File: src/rtl/qspi_lat_pkg.sv
// Shared types and defaults for the QSPI read-latency emulator.
// Latency: n/a (declarations only).
// Backpressure: n/a.
package qspi_lat_pkg;

    localparam int DEF_DATA_W  = 4;
    localparam int DEF_NUM_SEL = 3;
    localparam int DEF_MAX_LAT = 5;

    localparam int SEL_FLASH = 0;
    localparam int SEL_RAM_A = 1;
    localparam int SEL_RAM_B = 2;

    typedef enum logic [1:0] {
        IDLE   = 2'd0,
        ACTIVE = 2'd1,
        DRAIN  = 2'd2
    } state_t;

endpackage

File: src/rtl/qspi_delay_line.sv
// Tagged shift register with a variable read tap and a synchronous valid-clear.
// Latency: tap clocks (tap 1..DEPTH); tap 0 reads as zero.
// Backpressure: none, shifts every cycle.
module qspi_delay_line
    import qspi_lat_pkg::*;
#(
    parameter int DATA_W = DEF_DATA_W,
    parameter int DEPTH  = DEF_MAX_LAT,
    parameter int LAT_W  = $clog2(DEF_MAX_LAT + 1)
) (
    input  logic              clk,
    input  logic              rst_n,
    input  logic [DATA_W-1:0] in_dat,
    input  logic              in_vld,
    input  logic              clr_vld,
    input  logic [LAT_W-1:0]  tap,
    output logic [DATA_W-1:0] out_dat
);

    logic [DATA_W-1:0] stg_dat [DEPTH];
    logic [DEPTH-1:0]  stg_vld;

    // Shift every cycle; clr_vld invalidates older stages but keeps the new sample.
    always_ff @(posedge clk) begin
        if (!rst_n) begin
            for (int k = 0; k < DEPTH; k++) stg_dat[k] <= '0;
            stg_vld <= '0;
        end else begin
            stg_dat[0] <= in_dat;
            stg_vld[0] <= in_vld;
            for (int k = 1; k < DEPTH; k++) begin
                stg_dat[k] <= stg_dat[k-1];
                stg_vld[k] <= stg_vld[k-1] & ~clr_vld;
            end
        end
    end

    // Tap mux: stage tap-1, masked to zero when that stage holds no valid nibble.
    always_comb begin
        out_dat = '0;
        for (int k = 0; k < DEPTH; k++) begin
            if (int'(tap) == k + 1 && stg_vld[k]) out_dat = stg_dat[k];
        end
    end

endmodule

File: src/rtl/qspi_latency_emulator.sv
// Per-chip-select QSPI read-latency emulator between PMOD data and the core.
// Latency: active_lat clocks (0 = combinational pass-through).
// Backpressure: none; latency switches only at transaction boundaries.
module qspi_latency_emulator
    import qspi_lat_pkg::*;
#(
    parameter  int DATA_W  = DEF_DATA_W,
    parameter  int NUM_SEL = DEF_NUM_SEL,
    parameter  int MAX_LAT = DEF_MAX_LAT,
    localparam int LAT_W   = $clog2(MAX_LAT + 1),
    localparam int IDX_W   = (NUM_SEL > 1) ? $clog2(NUM_SEL) : 1
) (
    input  logic               clk,
    input  logic               rst_n,
    input  logic [NUM_SEL-1:0] sel_n,
    input  logic [DATA_W-1:0]  data_in,
    output logic [DATA_W-1:0]  data_out,
    input  logic [LAT_W-1:0]   cfg_rst_lat,
    input  logic               cfg_wr,
    input  logic [IDX_W-1:0]   cfg_idx,
    input  logic [LAT_W-1:0]   cfg_lat,
    output logic [LAT_W-1:0]   active_lat,
    output logic               drop,
    output logic               sel_conflict
);

    function automatic logic [LAT_W-1:0] clamp_lat(input logic [LAT_W-1:0] v);
        if (int'(v) > MAX_LAT) return LAT_W'(MAX_LAT);
        return v;
    endfunction

    logic [LAT_W-1:0]  lat_tbl [NUM_SEL];
    logic [LAT_W-1:0]  sel_lat;
    logic [LAT_W-1:0]  drain_cnt;
    logic [DATA_W-1:0] line_dat;
    logic              any_sel;
    logic              multi_sel;
    logic              load_lat;
    logic              lat_chg;
    state_t            state, nxt_state;

    assign any_sel   = ~&sel_n;
    assign multi_sel = $countones(~sel_n) > 1;

    // Latency of the lowest-index asserted select wins, even under conflict.
    always_comb begin
        sel_lat = '0;
        for (int i = NUM_SEL - 1; i >= 0; i--) begin
            if (!sel_n[i]) sel_lat = lat_tbl[i];
        end
    end

    // Latency table: reset preload and runtime writes, out-of-range index ignored.
    always_ff @(posedge clk) begin
        for (int i = 0; i < NUM_SEL; i++) begin
            if (!rst_n)
                lat_tbl[i] <= clamp_lat(cfg_rst_lat);
            else if (cfg_wr && int'(cfg_idx) == i)
                lat_tbl[i] <= clamp_lat(cfg_lat);
        end
    end

    // FSM state register.
    always_ff @(posedge clk) begin
        if (!rst_n) state <= IDLE;
        else        state <= nxt_state;
    end

    // FSM next-state: drain for active_lat cycles so the last nibble gets out.
    always_comb begin
        nxt_state = state;
        case (state)
            IDLE:    if (any_sel) nxt_state = ACTIVE;
            ACTIVE:  if (!any_sel) nxt_state = (active_lat == '0) ? IDLE : DRAIN;
            DRAIN: begin
                if (any_sel)                      nxt_state = ACTIVE;
                else if (drain_cnt <= LAT_W'(1))  nxt_state = IDLE;
            end
            default: nxt_state = IDLE;
        endcase
    end

    // FSM outputs: latch a new latency on transaction start or on a mid-drain switch.
    always_comb begin
        lat_chg  = (state == DRAIN) && any_sel && (sel_lat != active_lat);
        load_lat = ((state == IDLE) && any_sel) || lat_chg;
        drop     = rst_n && lat_chg;
    end

    // Drain counter loads on leaving ACTIVE and counts down while draining.
    always_ff @(posedge clk) begin
        if (!rst_n)
            drain_cnt <= '0;
        else if (state == ACTIVE && !any_sel)
            drain_cnt <= active_lat;
        else if (state == DRAIN)
            drain_cnt <= drain_cnt - LAT_W'(1);
    end

    // Applied latency register.
    always_ff @(posedge clk) begin
        if (!rst_n)        active_lat <= clamp_lat(cfg_rst_lat);
        else if (load_lat) active_lat <= sel_lat;
    end

    // Sticky flag for more than one select low; only reset clears it.
    always_ff @(posedge clk) begin
        if (!rst_n)         sel_conflict <= 1'b0;
        else if (multi_sel) sel_conflict <= 1'b1;
    end

    qspi_delay_line #(
        .DATA_W (DATA_W),
        .DEPTH  (MAX_LAT),
        .LAT_W  (LAT_W)
    ) u_line (
        .clk     (clk),
        .rst_n   (rst_n),
        .in_dat  (data_in),
        .in_vld  (any_sel),
        .clr_vld (lat_chg),
        .tap     (active_lat),
        .out_dat (line_dat)
    );

    // Output mux: zero-latency bypass or delay-line tap; forced low during reset.
    always_comb begin
        data_out = '0;
        if (rst_n) begin
            if (active_lat == '0) data_out = any_sel ? data_in : '0;
            else                  data_out = line_dat;
        end
    end

endmodule
File: config.mk
export PLATFORM = sky130hd
export DESIGN_NAME = qspi_latency_emulator
export DESIGN_NICKNAME = d
export VERILOG_FILES = /design/src/rtl/qspi_lat_pkg.sv /design/src/rtl/qspi_delay_line.sv /design/src/rtl/qspi_latency_emulator.sv
export SDC_FILE = /design/constraint.sdc
export NUM_CORES = 1
export LEC_CHECK = 0
export CAP_MARGIN = 20
export CORE_MARGIN = 4
export CORE_UTILIZATION = 34
export CTS_CLUSTER_SIZE = 20
export DETAILED_ROUTE_END_ITERATION = 10
export PLACE_DENSITY = 0.54
export SYNTH_ARGS = -nofsm -noshare
export SYNTH_HDL_FRONTEND = slang
export SYNTH_SLANG_ARGS = --single-unit
export TNS_END_PERCENT = 100
File: constraint.sdc
create_clock -name clk -period 5.3 [get_ports clk]
set_input_delay 0.53 -clock clk [delete_from_list [all_inputs] [get_ports clk]]
set_output_delay 0.53 -clock clk [all_outputs]
set_load 0.01 [all_outputs]
# Word-level counts from Yosys, hierarchy flattened
# Memory sizes are Yosys's and may differ from the RTL's.
# Index checks and enable logic that the tools add are counted.
[op_classes] addsub=3 n_lt_le_gt_ge=4 eq_ne=14 mux=62 n_bitwise=14 n_reduce_logical=21
[ops] op="$mux 3" n=23
[ops] op="$mux 4" n=13
[ops] op="$mux 1" n=20
[ops] op="$logic_and 1x1->1" n=13
[ops] op="$eq 3x3->1 const B" n=4
[ops] op="$mux 2" n=5
[ops] op="$or 1x1->1" n=8
[ops] op="$eq 2x2->1 const B" n=3
[ops] op="$gt 3x3->1 const B" n=2
[ops] op="$pmux 2 s3" n=1
[ops] op="$reduce_and 3->1" n=2
[ops] op="$and 1x1->1" n=4
[ops] op="$logic_not 2->1" n=2
[ops] op="$ne 2x2->1 const B" n=2
[ops] op="$add 2x1->3" n=1
[ops] op="$eq 3x2->1 const B" n=1
[ops] op="$gt 3x1->1 const B" n=1
[ops] op="$le 3x1->1 const B" n=1
[ops] op="$logic_not 3->1" n=1
[ops] op="$ne 3x3->1" n=1
[ops] op="$ne 3x3->1 const B" n=1
[ops] op="$not 3->3" n=1
[ops] op="$sub 3x1->3 const B" n=1
[ops] op="$add 1x1->2" n=1
[ops] op="6 further kinds" n=6
[totals] regBits=14 ram_bits=29 in_bits=18 output_inout_bits=9 elab_cells=125 n_memories=2
[memory_table] memory="u_line.stg_dat" words=5 word_bits=4 rd=5 rd_clocked_by_memory_dff=0 write_ports=5 line="qspi_delay_line.sv:20" text="logic [DATA_W-1:0] stg_dat [DEPTH];"
[memory_table] memory="lat_tbl" words=3 word_bits=3 rd=3 rd_clocked_by_memory_dff=0 write_ports=3 line="qspi_latency_emulator.sv:32" text="logic [LAT_W-1:0] lat_tbl [NUM_SEL];"

# Depth between registers and ports, before layout
[depth] depth_word=9 depth_mapped=7 mapped_depth_nobuf=6

# Hierarchy
# A second synthesis with hierarchy kept.
[unflattened] hier_cells=239 area_unflattened_um2=2195.9
[modules_own_cells] mod="qspi_latency_emulator" n_inst=1 cells_each=143 area_each_um2=1255.0 seq_area_each_um2=480.5
[modules_own_cells] mod="qspi_delay_line" n_inst=1 cells_each=96 area_each_um2=940.9 seq_area_each_um2=500.5

# Least setup slack after synthesis
# Ideal clock, no wire load.
[synth_path] kind="in2out" from="input port sel_n[0]" to="output port drop" t_arrival_ns=1.833 t_required_ns=4.770 path_slack_ns=2.937 stages=6 path_buffers=1 cell_sequence="buf_6 -> inv_1 -> a311oi_2 -> mux2_4 -> o311a_4 -> and2_1"
[synth_via] elab_chain_cells=5 elab_cells_between_ends=7 cone_classes="eq/ne (1); mux (1); reduce/logical (5)"
[synth_lines] element="start, declared" line="qspi_latency_emulator.sv:15" text="input logic [NUM_SEL-1:0] sel_n,"
[synth_lines] element="$reduce_and 3->1" line="qspi_latency_emulator.sv:42" text="assign any_sel = ~&sel_n;"
[synth_lines] element="$logic_not 1->1" line="qspi_latency_emulator.sv:42"
[synth_lines] element="$logic_and 1x1->1" line="qspi_latency_emulator.sv:85" text="lat_chg = (state == DRAIN) && any_sel && (sel_lat != active_lat);"
[synth_lines] element="$logic_and 1x1->1 (*)" line="qspi_latency_emulator.sv:85"
[synth_lines] element="$logic_and 1x1->1 (*)" line="qspi_latency_emulator.sv:87" text="drop = rst_n && lat_chg;"
[synth_lines] element="end, declared" line="qspi_latency_emulator.sv:23" text="output logic drop,"
# Mark *: on every way between the ends. The rest lies on a longest branch, timed or not.

# Final worst setup path
[layout_path] from="input port sel_n[1]" to="output port drop"
[layout_via] elab_chain_cells=5 elab_cells_between_ends=8 cone_classes="eq/ne (1); mux (2); reduce/logical (5)"
[layout_lines] element="$mux 3 or $reduce_and 3->1 (tied branches)" line="qspi_latency_emulator.sv:49, qspi_latency_emulator.sv:42"
[layout_lines] element="$mux 3 or $logic_not 1->1 (tied branches)" line="qspi_latency_emulator.sv:49, qspi_latency_emulator.sv:42"
[layout_lines] element="$ne 3x3->1 or $logic_and 1x1->1 (tied branches)" line="qspi_latency_emulator.sv:85"
[layout_lines] element="$logic_and 1x1->1 (*)" line="qspi_latency_emulator.sv:85"
[layout_lines] element="$logic_and 1x1->1 (*)" line="qspi_latency_emulator.sv:87"
# Marked as above.

==> results.toml <==
[synthesis]
yosysTopAreaCellShare = 0.278
yosysSeqAreaShare = 0.439
postSynthAreaPerCell_um2 = 9.26
syn_area_um2 = 2230
syn-instance-count = 241
synth_commonest_cells = "dfxtp_1 (31), a21oi_1 (30), and2_1 (23), nand2_1 (18), edfxtp_1 (12)"
synth_seq_cells = 43
synth-edff-count = 12
ys_async_sr_fraction = 0
synth.most_common_cell = "dfxtp_1"
syn_nets = 262
yosysWarnings = 0
synth_ff_type = "dfxtp_1"
synthTopCellsByArea = "dfxtp_1 (28%), edfxtp_1 (16%), a21oi_1 (6.7%), and2_1 (6.4%), mux2i_1 (3.6%)"
yosys.area.top_type = "dfxtp_1"
synth.distinct_cells = 44

[route]
vias = 1765
drc = 0
ant_nets = 0
vias_per_cell = 5.19
finalWirelength_um = 5130
drt_iter0_drc = 119
first_pass_iters = 4
wl_per_cell_um = 15.1

[pwr]
power_density_nw_per_um2 = 270
switching_share = 0.266
clkPwrFrac = 0.299
leakagePower_uw = 0.00101
p_switching_uw = 189
power.internal_uw = 521
irDropWorstVdd_mv = 0.120
seqPwrFrac = 0.543
comb_power_share = 0.158

[timing]
drv_slew = 0
clock_skew_ns = 0.00497
rsz0062_at_grt = "false"
tns_ns = 0
clock.fmax_mhz = 279
tightestPinTransition_ns = 0.936
fin_crit_sh = 0.677
holdWs_ns = 0.456
maxSlewHeadroom = 0.374
setup_viol_count_final = 0
hold_violations = 0
post-route-min-period_ns = 3.59

[critical_path]
startpoint_type = "input port"
critical_path_class = "input port to primary output"
crit_arrival_ns = 3.06
required_ns = 4.77
critPathLaunch = "sel_n[1]"
r2r-start = "active_lat[1]"
worstRegToRegCells = 4
worstPathMaxFanout = 12
crit_path_end_kind = "primary output"

[floorplan]
io_pins = 27
die_h_um = 89.0
die_area_um2 = 7930
dieWidth_um = 89.0
rows = 29
initial_utilization = 0.352
coreArea_um2 = 6350

[layout]
diodes = 0
final_layout_size_suffix_gt1_frac = 0.0570
layout.nets = 283
area_growth_pct = 17.6

[placed_design]
portBuffers = 26
routabilityCongestion = 0.864
hpwl_um = 3720

[clock_network]
root_buffer = "clkbuf_8"
post-cts-setup-buffers = 0
clock_latency_ns = 0.30
cts.repair.resized = 0
cts_tree = "yes"
holdBufCountCts = 0
clk_pin_slew_ns = 0.08
cts_buffers = 5
cts_num_sinks = 43
cts_max_level = 2
clockBufferDepth = 2

[outcome]
outcome = "complete, no violations"

[hold_path]
hp-class = "flip-flop to flip-flop"
min-delay-start = "u_line.stg_vld[2]"
hold_path_depth = 2

[grt]
use_met1 = 0.200
use_met3 = 0.0406
grt.total_usage = 0.140
top_usage_layer = "met2"
grt_max_degree = 32
grt-ovfl-total = 0
grt_use_met2 = 0.202
antenna_found_initial = 0
grt_pass1_vias = 1669
grt_pass1_wl_um = 8470

[job]
cap_violations = 0
[through the flow]
step	power [uW]	setup WS, ns	cell area [um^2]	util	std cells
2_1_floorplan	457	2.94	2230	-	241
3_3_place_gp	506	1.74	2530	0.399	332
3_5_place_dp	505	1.72	2530	0.399	332
4_1_cts	718	1.71	2630	0.413	340
5_1_grt	750	1.59	2630	0.413	340
6_report	709	1.71	2630	0.413	340
[power by group through the flow]
stage / logic [uW] / clock network (uW) / registers, uW
5_1_grt: 125 / 235 / 390
2_1_floorplan: 80.8 / 0 / 377
6_report: 112 / 212 / 385
3_5_place_dp: 112 / 0 / 393
4_1_cts: 113 / 220 / 386
3_3_place_gp: 112 / 0 / 394
[cell families after synthesis]
family          synth area share
compound gates             0.200
simple gates               0.228
xor+xnor                  0.0157
flops                      0.439
mux                       0.0577
fa+ha+maj                 0.0168
buf+inv                   0.0426
[worst paths after layout]
kind	end	slack, ns
worst max-delay path	drop	1.71
worst min register to register	u_line.stg_vld[3]	0.46
worst min-delay path	u_line.stg_vld[3]	0.46
worst max register to register	active_lat[0]	2.85
[flip-flops by register name, indices dropped and copies added (netlist names)]
name,flops
active_lat,3
drain_cnt,3
lat_tbl,9
sel_conflict,1
state,2
u_line.stg_dat,20
u_line.stg_vld,5
[layout by cell type (no fill, tap or decap), drive strengths merged, types with 5 or more instances in the layout]
cell type | Yosys | layout
a21oi | 30 | 30
and2 | 23 | 23
clkbuf | 8 | 7
clkdlybuf4s50 | 0 | 26
dfxtp | 31 | 31
edfxtp | 12 | 12
inv | 9 | 9
mux2i | 8 | 8
nand2 | 18 | 18
nand2b | 5 | 5
nand3 | 5 | 5
nor2 | 11 | 11
nor2b | 5 | 5
nor3b | 8 | 8
o21ai | 10 | 10
o31ai | 5 | 5
[metal layers]
| layer | vias up | routed length [um] |
|---|---|---|
| met1 | 805 | 2550 |
| met2 | 53 | 2180 |
| met5 | - | 0 |
| met4 | 0 | 116 |
| met3 | 10 | 282 |
| li1 | 897 | - |
[worst max-delay path, cell delays in order]
cell	delay, ns
clkdlybuf4s50_1	0.72
nor2b_1	0.10
a311oi_2	0.34
mux2_4	0.34
o311a_4	0.38
and2_1	0.16
clkdlybuf4s50_1	0.48
[layout make-up]
| class | instances | area [um^2] |
|---|---|---|
| well taps | 77 | 96.3 |
| flip-flops and latches | 43 | 981 |
| clock buffers | 7 | 86.3 |
| multi-input cells | 176 | 1160 |
| fillers | 638 | 3720 |
| inverters | 9 | 33.8 |
| clock inverters | 1 | 3.75 |
| repair buffers | 27 | 268 |
No activity file was read; power rests on OpenSTA's default activity.
